<file path="src/rtl/btb_predictor.sv">
// btb_predictor: fully-associative branch target buffer with per-entry
// saturating direction counters, round-robin replacement and statistics.
//
// Ports:
//   clk, RST            clock and synchronous active-high reset
//   flush               clears every valid bit (counters/targets/stats kept)
//   pc_in               lookup PC (combinational -> hit/pred_taken/pred_target)
//   upd_*               resolved-branch update from the execute stage
//   mispredict          registered upd_pred != upd_taken of the previous cycle
//   dbg_idx, dbg_*      combinational view of one entry's registered state
//   stat_branches       saturating count of resolved branches
//   stat_mispred        saturating count of mispredicted branches
module btb_predictor #(
    parameter int ENTRIES  = 8,
    parameter int CTR_BITS = 2,
    parameter int CNT_W    = 16
) (
    input  logic                       clk,
    input  logic                       RST,
    input  logic                       flush,
    input  logic [31:0]                pc_in,
    output logic                       hit,
    output logic                       pred_taken,
    output logic [31:0]                pred_target,
    input  logic                       upd_valid,
    input  logic [31:0]                upd_pc,
    input  logic [31:0]                upd_target,
    input  logic                       upd_taken,
    input  logic                       upd_pred,
    output logic                       mispredict,
    input  logic [$clog2(ENTRIES)-1:0] dbg_idx,
    output logic                       dbg_valid,
    output logic [31:0]                dbg_tag,
    output logic [31:0]                dbg_target,
    output logic [CTR_BITS-1:0]        dbg_state,
    output logic [CNT_W-1:0]           stat_branches,
    output logic [CNT_W-1:0]           stat_mispred
);

    localparam int IDX_W = $clog2(ENTRIES);
    localparam logic [CTR_BITS-1:0] CTR_WEAK_TAKEN = CTR_BITS'(1) << (CTR_BITS - 1);

    logic                valid_q  [ENTRIES];
    logic                valid_d  [ENTRIES];
    logic [31:0]         tag_q    [ENTRIES];
    logic [31:0]         tag_d    [ENTRIES];
    logic [31:0]         target_q [ENTRIES];
    logic [31:0]         target_d [ENTRIES];
    logic [CTR_BITS-1:0] ctr_q    [ENTRIES];
    logic [CTR_BITS-1:0] ctr_d    [ENTRIES];
    logic [IDX_W-1:0]    rr_ptr_q, rr_ptr_d;
    logic                mispredict_q, mispredict_d;
    logic [CNT_W-1:0]    stat_branches_q, stat_branches_d;
    logic [CNT_W-1:0]    stat_mispred_q, stat_mispred_d;

    logic                lk_hit;
    logic [IDX_W-1:0]    lk_idx;
    logic                upd_hit;
    logic [IDX_W-1:0]    upd_idx;
    logic                has_invalid;
    logic [IDX_W-1:0]    inv_idx;
    logic [IDX_W-1:0]    victim_idx;
    logic                upd_mispred;

    // Lookup reads registered state only, so a same-cycle update is not bypassed.
    always_comb begin
        lk_hit = 1'b0;
        lk_idx = '0;
        for (int unsigned i = 0; i < ENTRIES; i++) begin
            if (valid_q[i] && (tag_q[i] == pc_in)) begin
                lk_hit = 1'b1;
                lk_idx = IDX_W'(i);
            end
        end
    end

    always_comb begin
        hit         = !RST && lk_hit;
        pred_taken  = hit && ctr_q[lk_idx][CTR_BITS-1];
        pred_target = pred_taken ? target_q[lk_idx] : pc_in + 32'd4;
    end

    always_comb begin
        upd_hit     = 1'b0;
        upd_idx     = '0;
        has_invalid = 1'b0;
        inv_idx     = '0;
        for (int unsigned i = 0; i < ENTRIES; i++) begin
            if (valid_q[i] && (tag_q[i] == upd_pc)) begin
                upd_hit = 1'b1;
                upd_idx = IDX_W'(i);
            end
        end
        // Descending scan so the last assignment is the lowest invalid index.
        for (int unsigned i = ENTRIES; i > 0; i--) begin
            if (!valid_q[i-1]) begin
                has_invalid = 1'b1;
                inv_idx     = IDX_W'(i - 1);
            end
        end
        victim_idx = has_invalid ? inv_idx : rr_ptr_q;
    end

    always_comb begin
        valid_d         = valid_q;
        tag_d           = tag_q;
        target_d        = target_q;
        ctr_d           = ctr_q;
        rr_ptr_d        = rr_ptr_q;
        stat_branches_d = stat_branches_q;
        stat_mispred_d  = stat_mispred_q;
        upd_mispred     = upd_valid && (upd_pred != upd_taken);
        mispredict_d    = upd_mispred;

        if (upd_valid) begin
            if (upd_hit) begin
                if (upd_taken) begin
                    if (ctr_q[upd_idx] != '1) begin
                        ctr_d[upd_idx] = ctr_q[upd_idx] + 1'b1;
                    end
                    target_d[upd_idx] = upd_target;
                end else if (ctr_q[upd_idx] != '0) begin
                    ctr_d[upd_idx] = ctr_q[upd_idx] - 1'b1;
                end
            end else if (upd_taken && !flush) begin
                valid_d[victim_idx]  = 1'b1;
                tag_d[victim_idx]    = upd_pc;
                target_d[victim_idx] = upd_target;
                ctr_d[victim_idx]    = CTR_WEAK_TAKEN;
                if (!has_invalid) begin
                    rr_ptr_d = rr_ptr_q + 1'b1;
                end
            end
            if (stat_branches_q != '1) begin
                stat_branches_d = stat_branches_q + 1'b1;
            end
        end

        if (upd_mispred && (stat_mispred_q != '1)) begin
            stat_mispred_d = stat_mispred_q + 1'b1;
        end

        if (flush) begin
            for (int unsigned i = 0; i < ENTRIES; i++) begin
                valid_d[i] = 1'b0;
            end
        end
    end

    always_ff @(posedge clk) begin
        if (RST) begin
            for (int unsigned i = 0; i < ENTRIES; i++) begin
                valid_q[i]  <= 1'b0;
                tag_q[i]    <= '0;
                target_q[i] <= '0;
                ctr_q[i]    <= '0;
            end
            rr_ptr_q        <= '0;
            mispredict_q    <= 1'b0;
            stat_branches_q <= '0;
            stat_mispred_q  <= '0;
        end else begin
            valid_q         <= valid_d;
            tag_q           <= tag_d;
            target_q        <= target_d;
            ctr_q           <= ctr_d;
            rr_ptr_q        <= rr_ptr_d;
            mispredict_q    <= mispredict_d;
            stat_branches_q <= stat_branches_d;
            stat_mispred_q  <= stat_mispred_d;
        end
    end

    always_comb begin
        mispredict    = mispredict_q;
        stat_branches = stat_branches_q;
        stat_mispred  = stat_mispred_q;
        dbg_valid     = valid_q[dbg_idx];
        dbg_tag       = tag_q[dbg_idx];
        dbg_target    = target_q[dbg_idx];
        dbg_state     = ctr_q[dbg_idx];
    end

endmodule

</file>
<file path="config.mk">
export PLATFORM = sky130hd
export DESIGN_NAME = btb_predictor
export DESIGN_NICKNAME = d
export VERILOG_FILES = /design/src/rtl/btb_predictor.sv
export SDC_FILE = /design/constraint.sdc
export NUM_CORES = 2
export LEC_CHECK = 0
export ABC_CLOCK_PERIOD_IN_PS = 4400
export CAP_MARGIN = 40
export CELL_PAD_IN_SITES_DETAIL_PLACEMENT = 1
export CELL_PAD_IN_SITES_GLOBAL_PLACEMENT = 2
export CORE_MARGIN = 4
export CORE_UTILIZATION = 33
export DETAILED_ROUTE_END_ITERATION = 16
export GPL_TIMING_DRIVEN = 0
export PLACE_DENSITY_LB_ADDON = 0.2
export SETUP_SLACK_MARGIN = 0.2
export SYNTH_ARGS = -nofsm -noshare
export SYNTH_HDL_FRONTEND = slang
export SYNTH_SLANG_ARGS = --single-unit
export TNS_END_PERCENT = 50
</file>
<file path="constraint.sdc">
create_clock -name clk -period 4.4 [get_ports clk]
set_clock_uncertainty 0.2 [all_clocks]
set_input_delay 0.88 -clock clk [delete_from_list [all_inputs] [get_ports clk]]
set_output_delay 0.88 -clock clk [all_outputs]
set_load 0.02 [all_outputs]
</file>
Word-level counts from Yosys, hierarchy flattened
Index checks and enable logic that the tools add are counted.

word-level totals
  register bits after elaboration = 572
  bits of input ports = 105
  output and inout port bits = 134
  logic and storage cells = 206

cells by class
  add/subtract/negate cells = 6
  order comparisons = 6
  eq/ne operators = 23
  multiplexer cells = 92
  bitwise operators = 10
  reduce and logical (&&, ||, !) cells = 33

operator list
  operator                                                                       number
  256-bit bitwise mux                                                            3
  256-bit 2-to-1 mux                                                             3
  32-bit == test                                                                 16
  32-bit binary-select mux with 3-bit select                                     3
  32-bit 2-to-1 mux                                                              9
  32-bit demux with 3-bit select                                                 2
  16-bit 2-to-1 mux                                                              5
  3-bit 2-to-1 mux                                                               21
  16-bit by 1-bit adder with 16-bit output (second input constant)               2
  32-bit by 3-bit adder with 32-bit output (second input constant)               1
  16-bit bitwise mux                                                             2
  16-bit != test (second input constant)                                         2
  1-bit 2-to-1 mux                                                               29
  1-bit logical AND                                                              23
  2-bit binary-select mux with 3-bit select                                      3
  4-bit >= comparator (second input constant)                                    4
  2-bit 2-to-1 mux                                                               8
  3-bit NOT with 4-bit output                                                    4
  8-bit bitwise OR                                                               2
  2-bit demux with 3-bit select                                                  2
  8-bit bitwise AND                                                              1
  4-bit by 1-bit less-than comparator with 1-bit output (second input constant)  2
  8-bit NOT                                                                      1
  4-bit AND reduction                                                            2
  other kinds (14)                                                               20

Longest topological paths before layout
  depth after elaboration = 18
  mapped depth = 22
  depth with buffers taken out = 19

Worst setup path before layout
OpenSTA, ideal clock, no wires.

  kind = input-to-output
  start = in pc_in[6]
  end = out pred_taken
  arrival = 3.740 ns
  required time = 3.320 ns
  path slack = -0.420 ns
  stages = 13
  path buffers = 4
  cell sequence = buf_2 xor2_1 nor4_1 nand4_1 or3_1 o21ai_1 a21boi_1 buf_4 o21ai_2 buf_2 buf_2 a2111oi_0 nor4b_1

between the ends
  word-level cells in the longest chain between the ends = 14
  elaborated cells on any way between the ends = 37
  those cells by class = 8 x eq/ne; 18 x mux; 1 x bitwise; 10 x reduce/logical

ends and longest elaborated chain
  what                                                 line  RTL
  from (decl)                                          21    input logic [31:0] pc_in,
  32-bit == test                                       70    if (valid_q[i] && (tag_q[i] == pc_in)) begin
  1-bit logical AND                                    70
  1-bit 2-to-1 mux                                     70
  3-bit 2-to-1 mux (6 in a row)                        70
  3-bit NOT with 4-bit output (implied by the code)    79    pred_taken = hit && ctr_q[lk_idx][CTR_BITS-1];
  2-bit binary-select mux with 3-bit select            79
  2-bit 2-to-1 mux (implied by the code) (2 in a row)  79
  1-bit logical AND *                                  79
  to (decl)                                            23    output logic pred_taken,

Mark *: on every way between the ends. The rest lies on a longest branch, timed or not. The select of a mux whose other input is x is not followed.

Worst setup path after layout
  start = in pc_in[10]
  end = out pred_target[29]

between the ends
  word-level cells in the longest chain between the ends = 15
  elaborated cells on any way between the ends = 42
  those cells by class = 1 x add/sub; 8 x eq/ne; 22 x mux; 1 x bitwise; 10 x reduce/logical

ends and longest elaborated chain
  what                                                 line    RTL
  32-bit == test                                       70
  1-bit logical AND                                    70
  1-bit 2-to-1 mux                                     70
  3-bit 2-to-1 mux (6 in a row)                        70
  3-bit NOT with 4-bit output (implied by the code)    79, 80
  2-bit binary-select mux with 3-bit select            79
  2-bit 2-to-1 mux (implied by the code) (2 in a row)  79
  1-bit logical AND                                    79
  32-bit 2-to-1 mux *                                  80      pred_target = pred_taken ? target_q[lk_idx] : pc_in + 32'd4;
  to (decl)                                            24      output logic [31:0] pred_target,

Marked as above.

==> qor.txt <==
Status: complete, but fails checks
Failing checks: setup timing
Crit-path cells: buf_16, xor2_4, nor4_4, nand4_1, or3_4, o21ai_4, a21boi_4, buf_6, nor2_4, mux2i_4, a21boi_4, a211oi_4, buf_12, buf_12, buf_16, mux2_4, buf_6
Area Overhead vs Synth: 30.7%
Max-slew violations: 0
Chip width: 328 µm
Share of power burned in registers: 39.2%
Unrepaired setup endpoints after global routing: true
Hold path startpoint: target_q[36]
Main flop type after synthesis: dfxtp_1
Post-Syn Area: 33,800 µm²
Final nets: 4,488
Area contributors post-synth: dfxtp_1, mux4_2, nand2_1
Peak supply drop: 0.292 mV
LEAKAGE: 16.9 nW
Sw Ratio: 27.7%
Top cell type's share of synthesized area: 33.8%
Critical path endpoint category: output pin
Critical path fanouts, max: 8
NetSw: 0.00370 W
Starting DRT DRC Count: 2,485
First-pass GRT wire length: 256,000 µm
GPL Wtd Cong: 0.996
Crit path required time: 3320 ps
WHS: 267 ps
R2R Setup Slk: -330 ps
Pint: 0.00965 W
Dpl hpwl: 144,000 µm
Grt total ovfl: 0
Ys Warns: 0
Num CTS Buffers: 74
Ports: 239
Crit path largest cell delay: 500 ps
Wire length per cell: 31.9 µm
Startpoint Class: input pin
CTS sink cnt: 572
Critical path buffer and inverter count: 6
Worst path arrival time: 4390 ps
Critical path type: input pin to output pin
Number of synthesized register bits: 572
Cell Pwr Density: 302 nW/µm²
CTS tree: yes
Total routed wirelength: 186,000 µm
Core Footprint: 102,000 µm²
CP max stage cell: or3_4
Initial Util: 33.3%
Routed vias: 33,000
Fin. Hold Viols: 0
Site row count: 117
Logic depth of the worst register-to-register path: 22
Cts hold-fix bufs: 0
Minimum clock period: 5470 ps
Worst-Margin Slew: 954 ps
CTS max path bufs: 3
Post-synth EDFFs: 0
Final setup viols: 50
DRC: 0
Slew margin rel.: 36.4%
Mapped Cells: 3,948
Filler Cell Count: 11,600
Hold WC Path Type: flip-flop to flip-flop
CTS root buffer: clkbuf_16
PortBufs: 162
Async set or reset register ratio after synthesis: 0%
Combinational share of power: 12.0%
GRT Overall Usage: 33.4%
Reg-to-Reg End: ctr_q[8]
Clk Latency, worst-skew pair: 680 ps
Max Clk Rate: 183 MHz
Sequential cell area fraction in the yosys report: 33.8%
Final period util: 124%
Commonest non-fill, non-tap cell in the layout: nand2_1
Reg clk slew, reported paths: 50 ps
Hold Path Cell Cnt: 2
DIE AREA: 108,000 µm²
Mean area per synthesized cell: 8.57 µm²
Clock Power Share: 48.7%
Vias in the first global route: 33,200
CP top delay family: simple AND/OR/NAND/NOR gates
WHS Endpoint: target_q[36]
DRT antenna net count: 0
Overall Power: 0.0134 W
Post-synth cell types: 67
Mapped Nets: 4,059
CTS H-tree depth: 3
Largest net degree at the start of global routing: 12
Seq. cell area: 11,500 µm²
Share of layout cells above drive strength 1: 24.2%
Leading area contributor after synthesis: dfxtp_1
RR Startpoint: tag_q[83]
Area of the multi-input gates: 22,200 µm²
Routed vias/inst: 5.68
Die height: 328 µm
Most frequent cells in the layout: nand2_1, dfxtp_1, a21oi_1
Initial antenna violation count: 9
Final WS setup: -1070 ps
Max-capacitance violation count: 0
Pre-antenna DRT Iters: 5
## synth_stat cells, types with 15 or more instances
master / number
buf_1: 15
inv_1: 27
mux4_2: 134
a221oi_1: 37
dfxtp_1: 572
nand4_1: 77
mux2_2: 73
nor4_1: 64
o21ai_0: 21
a221o_1: 27
xor2_1: 283
a31oi_1: 28
mux2i_1: 223
buf_2: 149
buf_4: 23
nor2_1: 342
clkbuf_1: 156
xnor2_1: 277
nand2_1: 765
nand3_1: 77
a21oi_1: 385
nor3_1: 28
## worst min-delay path: stages, from the launching register on
cell and delay [ps]:
dfxtp_1 310, nand2_1 50, a21oi_1 50
## registers in the layout, summed over array words and instances (netlist names)
register	cells
tag_q	256
target_q	256
ctr_q	16
stat_branches	16
stat_mispred	16
valid_q	8
rr_ptr_q	3
mispredict	1
## area by class of cell
cell class / instances / area share, %
Buffer: 355 / 6.05
Timing Repair Buffer: 354 / 7.88
Clock inverter: 20 / 0.727
Sequential cell: 572 / 26.0
Inverter: 27 / 0.269
Antenna cell: 7 / 0.0396
Clock buffer: 110 / 4.98
Tap cell: 1368 / 3.87
Multi-Input combinational cell: 2993 / 50.2
## layer usage
layer,wire length [µm],global-route usage (%)
met2,87000,55.4
met3,11100,4.52
met4,14200,21.0
met5,0,0
met1,73200,41.0
## timing repair
item,4_1_cts,5_1_grt
hold endpoints to repair,0,0
cloned,1,0
gates resized for setup,743,236
setup endpoints to repair,640,461
pin swaps,75,70
setup buffers,84,58
## stage by stage
step,worst slack (ps),TNS (ps),instance area (µm²),util (%),instances
after floorplan,-269,-10510,34100,-,3948
after global placement,-3840,-962000,37400,36.8,5478
after detailed placement,-3600,-914320,38000,37.4,5526
after CTS,-1060,-35160,42900,42.1,5741
after global routing,-1090,-38990,44200,43.4,5802
final,-1070,-36190,44200,43.5,5806
## kinds of logic (layout without fill, tap and decap cells)
| logic type | after synthesis | count (layout) | share of synthesized area (%) |
|---|---|---|---|
| AND/OR/NAND/NOR | 1439 | 1439 | 18.3 |
| flip-flops | 572 | 572 | 33.8 |
| XOR/XNOR | 560 | 560 | 14.5 |
| AO/OA/AOI/OAI | 554 | 554 | 9.68 |
| multiplexers | 434 | 434 | 18.1 |
| buffers and inverters | 383 | 866 | 5.34 |
| adder cells (fa/ha/maj) | 6 | 6 | 0.222 |
| other | 0 | 7 | 0 |
## power by group through the flow
stage | combinational [W] | sequential (W) | clock, W
after floorplan | 0.000755 | 0.00535 | 0
after global placement | 0.00136 | 0.00535 | 0
after detailed placement | 0.00140 | 0.00535 | 0
after CTS | 0.00153 | 0.00524 | 0.00658
after global routing | 0.00164 | 0.00524 | 0.00679
final | 0.00161 | 0.00524 | 0.00651
## worst max path at each step
stage,from,cells past startpoint,endpoint
finish,pc_in[10],17,pred_target[29]
global route,pc_in[10],17,pred_target[29]
CTS,tag_q[134],17,pred_target[29]
detailed placement,pc_in[2],15,pred_target[16]
global placement,pc_in[2],15,pred_target[15]
floorplan,upd_pc[18],22,ctr_q[8]
(Power assumes the default switching activity.)
